### config.mk
export PLATFORM = sky130hd
export DESIGN_NAME = sm3_pad_core
export DESIGN_NICKNAME = d
export VERILOG_FILES = /design/src/rtl/sm3_pad_core.sv
export SDC_FILE = /design/constraint.sdc
export NUM_CORES = 1
export LEC_CHECK = 0
export ABC_CLOCK_PERIOD_IN_PS = 3310
export CAP_MARGIN = 15
export CORE_UTILIZATION = 55
export DETAILED_ROUTE_END_ITERATION = 10
export PLACE_DENSITY = 0.84
export SYNTH_ARGS = -nofsm -noshare
export SYNTH_HDL_FRONTEND = slang
export SYNTH_SLANG_ARGS = --single-unit
export TNS_END_PERCENT = 100
### constraint.sdc
create_clock -name clk -period 3.31 [get_ports clk]
set_input_delay 0.662 -clock clk [delete_from_list [all_inputs] [get_ports clk]]
set_output_delay 0.662 -clock clk [all_outputs]
set_load 0.02 [all_outputs]
### src/rtl/sm3_pad_core.sv
// SM3 message padder: streams 32-bit big-endian message words and emits the padded
// 512-bit blocks (data, 0x80 marker, zero fill, 64-bit bit length) one word per cycle.
module sm3_pad_core (
   input  logic        clk,
   input  logic        rst,
   input  logic [31:0] msin_d_i,
   input  logic        msin_vld_i,
   input  logic        msin_lst_i,
   input  logic [1:0]  msin_bcnt_i,
   output logic        msin_rdy_o,
   output logic [31:0] pad_otpt_d_o,
   output logic        pad_otpt_vld_o,
   output logic        pad_otpt_lst_o,
   input  logic        pad_otpt_ena_i
);

   localparam logic [2:0] DATA     = 3'd0;
   localparam logic [2:0] PAD_ONE  = 3'd1;
   localparam logic [2:0] PAD_ZERO = 3'd2;
   localparam logic [2:0] LEN_HI   = 3'd3;
   localparam logic [2:0] LEN_LO   = 3'd4;

   logic [2:0]  state_q, state_d;
   logic [3:0]  idx_q, idx_d;
   logic [63:0] bitcnt_q, bitcnt_d;
   logic [31:0] otpt_d_q, otpt_d_d;
   logic        otpt_vld_q, otpt_vld_d;
   logic        otpt_lst_q, otpt_lst_d;

   logic        out_free;
   logic        load;
   logic [31:0] word;
   logic        word_lst;
   logic [63:0] add_bits;

   // The output stage may take a new word when empty or when its word leaves this cycle.
   assign out_free   = !otpt_vld_q | pad_otpt_ena_i;
   assign msin_rdy_o = (state_q == DATA) & out_free & !rst;

   assign pad_otpt_d_o   = otpt_d_q;
   assign pad_otpt_vld_o = otpt_vld_q;
   assign pad_otpt_lst_o = otpt_lst_q;

   always_comb begin
      state_d    = state_q;
      idx_d      = idx_q;
      bitcnt_d   = bitcnt_q;
      otpt_d_d   = otpt_d_q;
      otpt_vld_d = otpt_vld_q;
      otpt_lst_d = otpt_lst_q;
      load       = 1'b0;
      word       = 32'h0;
      word_lst   = 1'b0;
      add_bits   = 64'd32;

      if (out_free) begin
         otpt_vld_d = 1'b0;
         otpt_lst_d = 1'b0;
         case (state_q)
            DATA: begin
               if (msin_vld_i) begin
                  load = 1'b1;
                  word = msin_d_i;
                  if (msin_lst_i) begin
                     if (msin_bcnt_i != 2'd0) begin
                        add_bits = {59'd0, msin_bcnt_i, 3'b000};
                        state_d  = (idx_q == 4'd13) ? LEN_HI : PAD_ZERO;
                     end else begin
                        state_d = PAD_ONE;
                     end
                     case (msin_bcnt_i)
                        2'd1:    word = {msin_d_i[31:24], 8'h80, 16'h0000};
                        2'd2:    word = {msin_d_i[31:16], 8'h80, 8'h00};
                        2'd3:    word = {msin_d_i[31:8], 8'h80};
                        default: word = msin_d_i;
                     endcase
                  end
                  bitcnt_d = bitcnt_q + add_bits;
               end
            end
            PAD_ONE: begin
               load    = 1'b1;
               word    = 32'h8000_0000;
               state_d = (idx_q == 4'd13) ? LEN_HI : PAD_ZERO;
            end
            PAD_ZERO: begin
               // Zero fill may wrap into a further block when the marker landed at index 14/15.
               load = 1'b1;
               word = 32'h0;
               if (idx_q == 4'd13) begin
                  state_d = LEN_HI;
               end
            end
            LEN_HI: begin
               load    = 1'b1;
               word    = bitcnt_q[63:32];
               state_d = LEN_LO;
            end
            LEN_LO: begin
               load     = 1'b1;
               word     = bitcnt_q[31:0];
               word_lst = 1'b1;
               bitcnt_d = 64'd0;
               state_d  = DATA;
            end
            default: begin
               state_d = DATA;
            end
         endcase
      end

      if (load) begin
         otpt_d_d   = word;
         otpt_vld_d = 1'b1;
         otpt_lst_d = word_lst;
         idx_d      = idx_q + 4'd1;
      end
   end

   always_ff @(posedge clk) begin
      if (rst) begin
         state_q    <= DATA;
         idx_q      <= 4'd0;
         bitcnt_q   <= 64'd0;
         otpt_d_q   <= 32'h0;
         otpt_vld_q <= 1'b0;
         otpt_lst_q <= 1'b0;
      end else begin
         state_q    <= state_d;
         idx_q      <= idx_d;
         bitcnt_q   <= bitcnt_d;
         otpt_d_q   <= otpt_d_d;
         otpt_vld_q <= otpt_vld_d;
         otpt_lst_q <= otpt_lst_d;
      end
   end

endmodule
==> results.sh, run 1 <==
export IMPL_post_route_min_period_ps=3210
export IMPL_rsz0062_at_grt="no"
export IMPL_p_seq_share_pct=51.3
export IMPL_grt_busiest_layer="met2"
export IMPL_timing_final_hold_violations=0
export IMPL_worstHoldStart="pad_otpt_d_o[23]$_SDFFE_PP0P_"
export IMPL_cts_sinks=102
export IMPL_antenna_found_initial=0
export IMPL_routed_via_density=6.61
export IMPL_grt_first_pass_wirelength_um=24400
export IMPL_max_stage_delay_ps=580
export IMPL_maxSlewHeadroom_pct=56.8
export IMPL_antennaDiodeCount=0
export IMPL_min_path_type="reg -> reg"
export IMPL_r2r_end="bitcnt_q[63]$_SDFFE_PP0P_"
export IMPL_path_class="in -> reg"
export IMPL_p_comb_share_pct=19.2
export IMPL_worstMarginPinSlew_ps=648
export IMPL_p_sw_uw=746
export IMPL_cts_inserted_buffers=9
export IMPL_holdPathStages=2
export IMPL_cp_max_fo=6
export IMPL_power_density_mw_per_mm2=400
export IMPL_die_y_um=98.0
export IMPL_multi_input_area_mm2=0.00282
export IMPL_pwr_share_clk_pct=29.4
export IMPL_clk_path_buf_depth=2
export IMPL_synthFlopType="dfxtp_1"
export IMPL_max_vdd_ir_drop_v=0.000234
export IMPL_nFillCells=673
export IMPL_place_gp_congestion=0.929
export IMPL_synth_seq_cells=102
export IMPL_grtUsageMet2_pct=50.2
export IMPL_seq_area_mm2=0.00204
export IMPL_std_cell_rows=34
export IMPL_use_met1_pct=42.4
export IMPL_crit_slowest_cell="or4_4"
export IMPL_die_area_mm2=0.00960
export IMPL_dp_cells=785
export IMPL_ys_seq_area_share_pct=40.3
export IMPL_yosysWarnings=0
export IMPL_remaining_drc_errors=10
export IMPL_report_final_slew_viol_count=0
export IMPL_crit_arrival_ps=3520
export IMPL_tns_ps=0
export IMPL_start_util_pct=57.5
export IMPL_drtAntennaViolNets=0
export IMPL_cp_cell_sequence="clkdlybuf4s50_1 > and2_4 > ha_2 > fa_1 > a21oi_1 > or4_4 > or4_4 > or4_1 > a21oi_1"
export IMPL_hold_buffers=0
export IMPL_setup_viol=0
export IMPL_synth_edf_count=0
export IMPL_fin_area_mm2=0.00628
export IMPL_root_buffer="clkbuf_8"
export IMPL_die_x_um=98.0
export IMPL_async_reset_ff_share_pct=0
export IMPL_maxCapViolations=0
export IMPL_grt_total_usage_pct=32.1
export IMPL_hpwl_um=11100
export IMPL_port_buffers=73
export IMPL_crit_path_end_kind="register"
export IMPL_reg2reg_depth=5
export IMPL_avgRoutedWirePerCell_um=19.0
export IMPL_syn_instance_count=607
export IMPL_core_mm2=0.00881
export IMPL_finalCoreUtilization_pct=71.3
export IMPL_drt_pre_antenna_iters=11
export IMPL_fin_crit_sh_pct=97.0
export IMPL_route_vias_total=5296
export IMPL_fmax_mhz=311
export IMPL_cts_max_level=3
export IMPL_regToRegStartpoint="bitcnt_q[6]$_SDFFE_PP0P_"
export IMPL_syn_to_final_growth_pct=24.0
export IMPL_drt_iter0_markers=591
export IMPL_worstPathRequired_ps=3620
export IMPL_grt_pass1_vias=4873
export IMPL_r2r_slack_ps=620
export IMPL_grt_max_degree=57
export IMPL_cts_tree="yes"
export IMPL_path_clk_slew_ps=100
export IMPL_layout_nets=734
export IMPL_ioPinCount=74
export IMPL_finalPower_uw=2510
export IMPL_dpl_instance_area_mm2=0.00609
export IMPL_grt_overflow_total=0
export IMPL_syn_cell_area_mm2=0.00507
export IMPL_clock_skew_ps=11.8
export IMPL_most_common_layout_cells="dfxtp_1, nor2_1, clkdlybuf4s50_1, a21oi_1, buf_4"
export IMPL_leakagePower_uw=0.00202
export IMPL_internal_power_uw=1770
export IMPL_switching_share_pct=29.7
export IMPL_ys_types=48
export IMPL_syn_nets=653
export IMPL_wirelength_um=15200
export IMPL_outcome="finished, violations left"
export IMPL_final_common_cell="dfxtp_1"
export IMPL_violations="DRC"
export IMPL_met3_usage_pct=8.80
export IMPL_drive_above_1_share_pct=10.5
export IMPL_clock_latency_ps=380
export IMPL_fin_cells=801
export IMPL_start_kind="input pin"
export IMPL_hold_path_end="pad_otpt_d_o[23]$_SDFFE_PP0P_"
export IMPL_syn_area_per_cell_um2=8.35
[worst max-delay path, delay by kind of cell]
family	cells	cell delay, ps
AOI/OAI and AO/OA	2	220
adders and majority gates	2	380
buffers and inverters	1	550
and+or+nand+nor	4	1730
[cells by family after synthesis]
family,Yosys count,synth area share (%)
simple gates,243,25.2
compound gates,167,23.4
flops,102,40.3
buf+inv,62,4.67
xor+xnor,25,4.32
fa+ha+maj,7,1.88
mux,1,0.198
[power groups by stage]
stage	clock, uW	combinational [uW]	sequential, uW
CTS	741	472	1290
finish	739	483	1290
detailed placement	0	468	1320
floorplan	0	254	1340
global route	792	517	1290
global placement	0	455	1310
[flip-flops by register name, summed over array words and instances, names as in the netlist]
register and count:
pad_otpt_lst_o 1, pad_otpt_vld_o 1, idx_q 4, state_q 3, bitcnt_q 61, pad_otpt_d_o 32
[layer usage]
layer  up-vias  share of wire, %  wire length (um)
li1       2451                 -                 -
met1      2496                42              6380
met2       310                45              6800
met3        39                11              1660
met4         0               2.7               408
met5         -                 0                 0
[worst max path at each step]
| stage | from | end | slack (ps) | cells after the start |
|---|---|---|---|---|
| after CTS | msin_lst_i | bitcnt_q[63]$_SDFFE_PP0P_ | 80 | 9 |
| final | msin_lst_i | bitcnt_q[59]$_SDFFE_PP0P_ | 100 | 9 |
| after detailed placement | msin_lst_i | bitcnt_q[35]$_SDFFE_PP0P_ | -410 | 10 |
| after global placement | msin_lst_i | bitcnt_q[59]$_SDFFE_PP0P_ | -310 | 9 |
| after global routing | msin_bcnt_i[1] | bitcnt_q[63]$_SDFFE_PP0P_ | 7 | 8 |
| after floorplan | msin_bcnt_i[0] | bitcnt_q[63]$_SDFFE_PP0P_ | 270 | 9 |
[through the flow]
step,hold WS [ps],worst slack (ps)
floorplan,452,267
global placement,443,-310
detailed placement,470,-410
CTS,484,79.8
global route,504,6.72
finish,474,99.3
[synth_stat cells, types with 3 or more instances]
cell	instances	share of area [%]
nand4_1	23	2.8
nor4_1	13	1.6
or3_1	24	3.0
ha_1	6	1.5
a222oi_1	26	5.1
xor2_1	10	1.7
o21a_1	4	0.59
a31o_2	3	0.52
buf_2	3	0.30
and2_1	7	0.86
nor3_1	9	0.89
dfxtp_1	102	40
a22o_1	3	0.52
clkbuf_1	39	2.9
nand2_1	31	2.3
nor2_1	73	5.4
a2bb2oi_1	27	4.7
nand3_1	23	2.3
o31ai_1	13	1.9
o21ai_0	23	2.3
a22oi_1	8	1.2
inv_1	18	1.3
nand4b_1	3	0.52
or4_1	19	2.8
xnor2_1	15	2.6
a21oi_1	49	4.8
[area by class of cell]
type	count	share of cell area [%]
multi-input combinational	443	44.9
sequential	102	32.5
timing repair buffer	114	16.5
tap	108	2.15
clock buffer	9	1.97
inverter	18	1.08
clock inverter	7	0.797
[timing repair]
action | in CTS | in global routing
buffers inserted | 0 | 0
endpoints found under the setup margin | 2 | 4
gates resized for setup | 2 | 3
Power figures use the tool's default switching activity.
==> run 2, diff against run 1 <==
--- a/config.mk
+++ b/config.mk
@@ -7,9 +7,11 @@
 export LEC_CHECK = 0
 export ABC_CLOCK_PERIOD_IN_PS = 3310
 export CAP_MARGIN = 15
-export CORE_UTILIZATION = 55
+export CELL_PAD_IN_SITES_DETAIL_PLACEMENT = 0
+export CELL_PAD_IN_SITES_GLOBAL_PLACEMENT = 1
+export CORE_UTILIZATION = 41
 export DETAILED_ROUTE_END_ITERATION = 10
-export PLACE_DENSITY = 0.84
+export PLACE_DENSITY = 0.83
 export SYNTH_ARGS = -nofsm -noshare
 export SYNTH_HDL_FRONTEND = slang
 export SYNTH_SLANG_ARGS = --single-unit
==> run 2 against run 1 <==
Compared with the run above: the run now ends clean; fmax up 0.42%; register-to-register slack got worse by 20 ps; first-iteration DRC count decreased by 3.2%; clock skew down 0.98 ps; final cell count up 4.0%; non-clock buffer count down 6.
==> results.sh, run 2 (synthesized netlist as in run 1, its figures left out) <==
export IMPL_cts_tree="yes"
export IMPL_fin_crit_sh_pct=96.6
export IMPL_cp_max_fo=6
export IMPL_maxCapViolations=0
export IMPL_internal_power_uw=2190
export IMPL_worstMarginPinSlew_ps=781
export IMPL_r2r_slack_ps=600
export IMPL_worstPathRequired_ps=3590
export IMPL_cts_inserted_buffers=9
export IMPL_place_gp_congestion=0.895
export IMPL_p_comb_share_pct=16.3
export IMPL_route_vias_total=5080
export IMPL_core_mm2=0.0120
export IMPL_min_path_type="reg -> reg"
export IMPL_antenna_found_initial=0
export IMPL_start_kind="input pin"
export IMPL_hold_path_end="pad_otpt_d_o[23]$_SDFFE_PP0P_"
export IMPL_drt_iter0_markers=572
export IMPL_largest_reg_flops=61
export IMPL_path_depth=8
export IMPL_p_sw_uw=734
export IMPL_nFillCells=1115
export IMPL_grt_pass1_vias=4582
export IMPL_post_route_min_period_ps=3200
export IMPL_r2r_end="bitcnt_q[63]$_SDFFE_PP0P_"
export IMPL_crit_arrival_ps=3470
export IMPL_multi_input_area_mm2=0.00283
export IMPL_clock_skew_ps=10.9
export IMPL_grt_overflow_total=0
export IMPL_outcome="finished, final reports clean"
export IMPL_rsz0062_at_grt="no"
export IMPL_grt_total_usage_pct=24.9
export IMPL_path_clk_slew_ps=70
export IMPL_clk_path_buf_depth=2
export IMPL_wirelength_um=15500
export IMPL_setup_viol=0
export IMPL_avgRoutedWirePerCell_um=18.7
export IMPL_report_final_slew_viol_count=0
export IMPL_clock_latency_ps=350
export IMPL_regMostFlops="bitcnt_q"
export IMPL_switching_share_pct=25.1
export IMPL_max_stage_delay_ps=580
export IMPL_holdPathStages=2
export IMPL_fmax_mhz=313
export IMPL_seq_area_mm2=0.00204
export IMPL_fin_area_mm2=0.00645
export IMPL_remaining_drc_errors=0
export IMPL_pre_cts_ws_ps=-453
export IMPL_cp_cell_sequence="clkdlybuf4s50_1 > o21ai_1 > ha_1 > a21oi_1 > or4_4 > or4_4 > or4_1 > a21oi_1"
export IMPL_drtAntennaViolNets=0
export IMPL_dpl_instance_area_mm2=0.00611
export IMPL_layout_nets=728
export IMPL_maxSlewHeadroom_pct=47.9
export IMPL_die_area_mm2=0.0128
export IMPL_cts_sinks=102
export IMPL_power_density_mw_per_mm2=453
export IMPL_antennaDiodeCount=0
export IMPL_max_vdd_ir_drop_v=0.000248
export IMPL_timing_final_hold_violations=0
export IMPL_leakagePower_uw=0.00210
export IMPL_p_seq_share_pct=44.2
export IMPL_crit_path_end_kind="register"
export IMPL_most_common_layout_cells="dfxtp_1, nor2_1, clkdlybuf4s50_1, a21oi_1, buf_4"
export IMPL_postCtsSetupRepairBufs=0
export IMPL_crit_slowest_cell="or4_4"
export IMPL_port_buffers=73
export IMPL_cts_max_level=3
export IMPL_critPathBufInv=1
export IMPL_root_buffer="clkbuf_16"
export IMPL_std_cell_rows=40
export IMPL_drive_above_1_share_pct=9.62
export IMPL_start_util_pct=42.2
export IMPL_grt_first_pass_wirelength_um=24700
export IMPL_reg2reg_depth=5
export IMPL_ioPinCount=74
export IMPL_cp_top_family="simple AND/OR/NAND/NOR gates"
export IMPL_routed_via_density=6.10
export IMPL_hpwl_um=11400
export IMPL_regToRegStartpoint="bitcnt_q[6]$_SDFFE_PP0P_"
export IMPL_final_common_cell="dfxtp_1"
export IMPL_timing_hold_ws_ps=460
export IMPL_die_y_um=113
export IMPL_grt_max_degree=57
export IMPL_pwr_share_clk_pct=39.6
export IMPL_path_class="in -> reg"
export IMPL_fin_ws_ps=113
export IMPL_syn_to_final_growth_pct=27.4
export IMPL_die_x_um=113
export IMPL_drt_pre_antenna_iters=7
export IMPL_worstHoldStart="pad_otpt_d_o[23]$_SDFFE_PP0P_"
==> run 2: cell count changes in the layout (fill, tap and decap cells not counted), moves of 2 or more <==
cell / previous run / this run
clkinvlp_4: 3 / 0
bufinv_16: 0 / 2
dlymetal6s2s_1: 0 / 2
buf_4: 41 / 34
clkdlybuf4s50_1: 73 / 71
clkbuf_16: 0 / 9
clkbuf_8: 9 / 2
==> run 2: cell type report <==
class / count / area share, %
well taps: 147 / 2.85
inverters: 18 / 1.05
flip-flops and latches: 102 / 31.6
clock inverters: 4 / 1.09
clock buffers: 11 / 3.92
multi-input cells: 443 / 43.8
repair buffers: 108 / 15.7
==> run 2: how the worst max path moves through the flow <==
stage                         startpoint                   endpoint  slack (ps)
after floorplan           msin_bcnt_i[0]  bitcnt_q[63]$_SDFFE_PP0P_         270
after global placement    msin_bcnt_i[1]  bitcnt_q[59]$_SDFFE_PP0P_        -360
after detailed placement  msin_bcnt_i[1]  bitcnt_q[59]$_SDFFE_PP0P_        -450
after CTS                     msin_lst_i  bitcnt_q[63]$_SDFFE_PP0P_          50
after global routing      msin_bcnt_i[1]  bitcnt_q[63]$_SDFFE_PP0P_          10
final                     msin_bcnt_i[1]  bitcnt_q[63]$_SDFFE_PP0P_         110
==> run 2: power by group through the flow <==
stage | Sequential, uW | Combinational (uW) | Clock [uW]
3_3_place_gp | 1320 | 462 | 0
6_report | 1290 | 475 | 1160
5_1_grt | 1290 | 515 | 1230
3_5_place_dp | 1320 | 469 | 0
4_1_cts | 1290 | 474 | 1170
2_1_floorplan | 1340 | 254 | 0
==> run 2: timing repair <==
item | 4_1_cts | 5_1_grt
setup endpoints to repair | 11 | 10
resized for setup | 3 | 5
hold buffers | 0 | 0
==> run 2: tightest hold or removal path, stage by stage, from the launching register on <==
cell and delay [ps]:
dfxtp_1 310, nand2_1 50, a21oi_1 50
==> run 2: through the flow <==
step	util (%)	TNS (ps)	power, uW	cells
6_report	53.7	0	2920	833
5_1_grt	53.7	0	3040	833
4_1_cts	53.6	0	2940	833
3_5_place_dp	50.8	-9220	1790	818
3_3_place_gp	50.8	-6560	1780	818
2_1_floorplan	-	0	1590	607
==> run 2: metal layers <==
layer  global-route usage [%]  up-vias  wire, um
met2                     37.9      220      6820
met4                     8.07        0       257
li1                         -     2443         -
met1                     34.9     2399      7230
met3                     5.41       18      1240
met5                        0        -         0
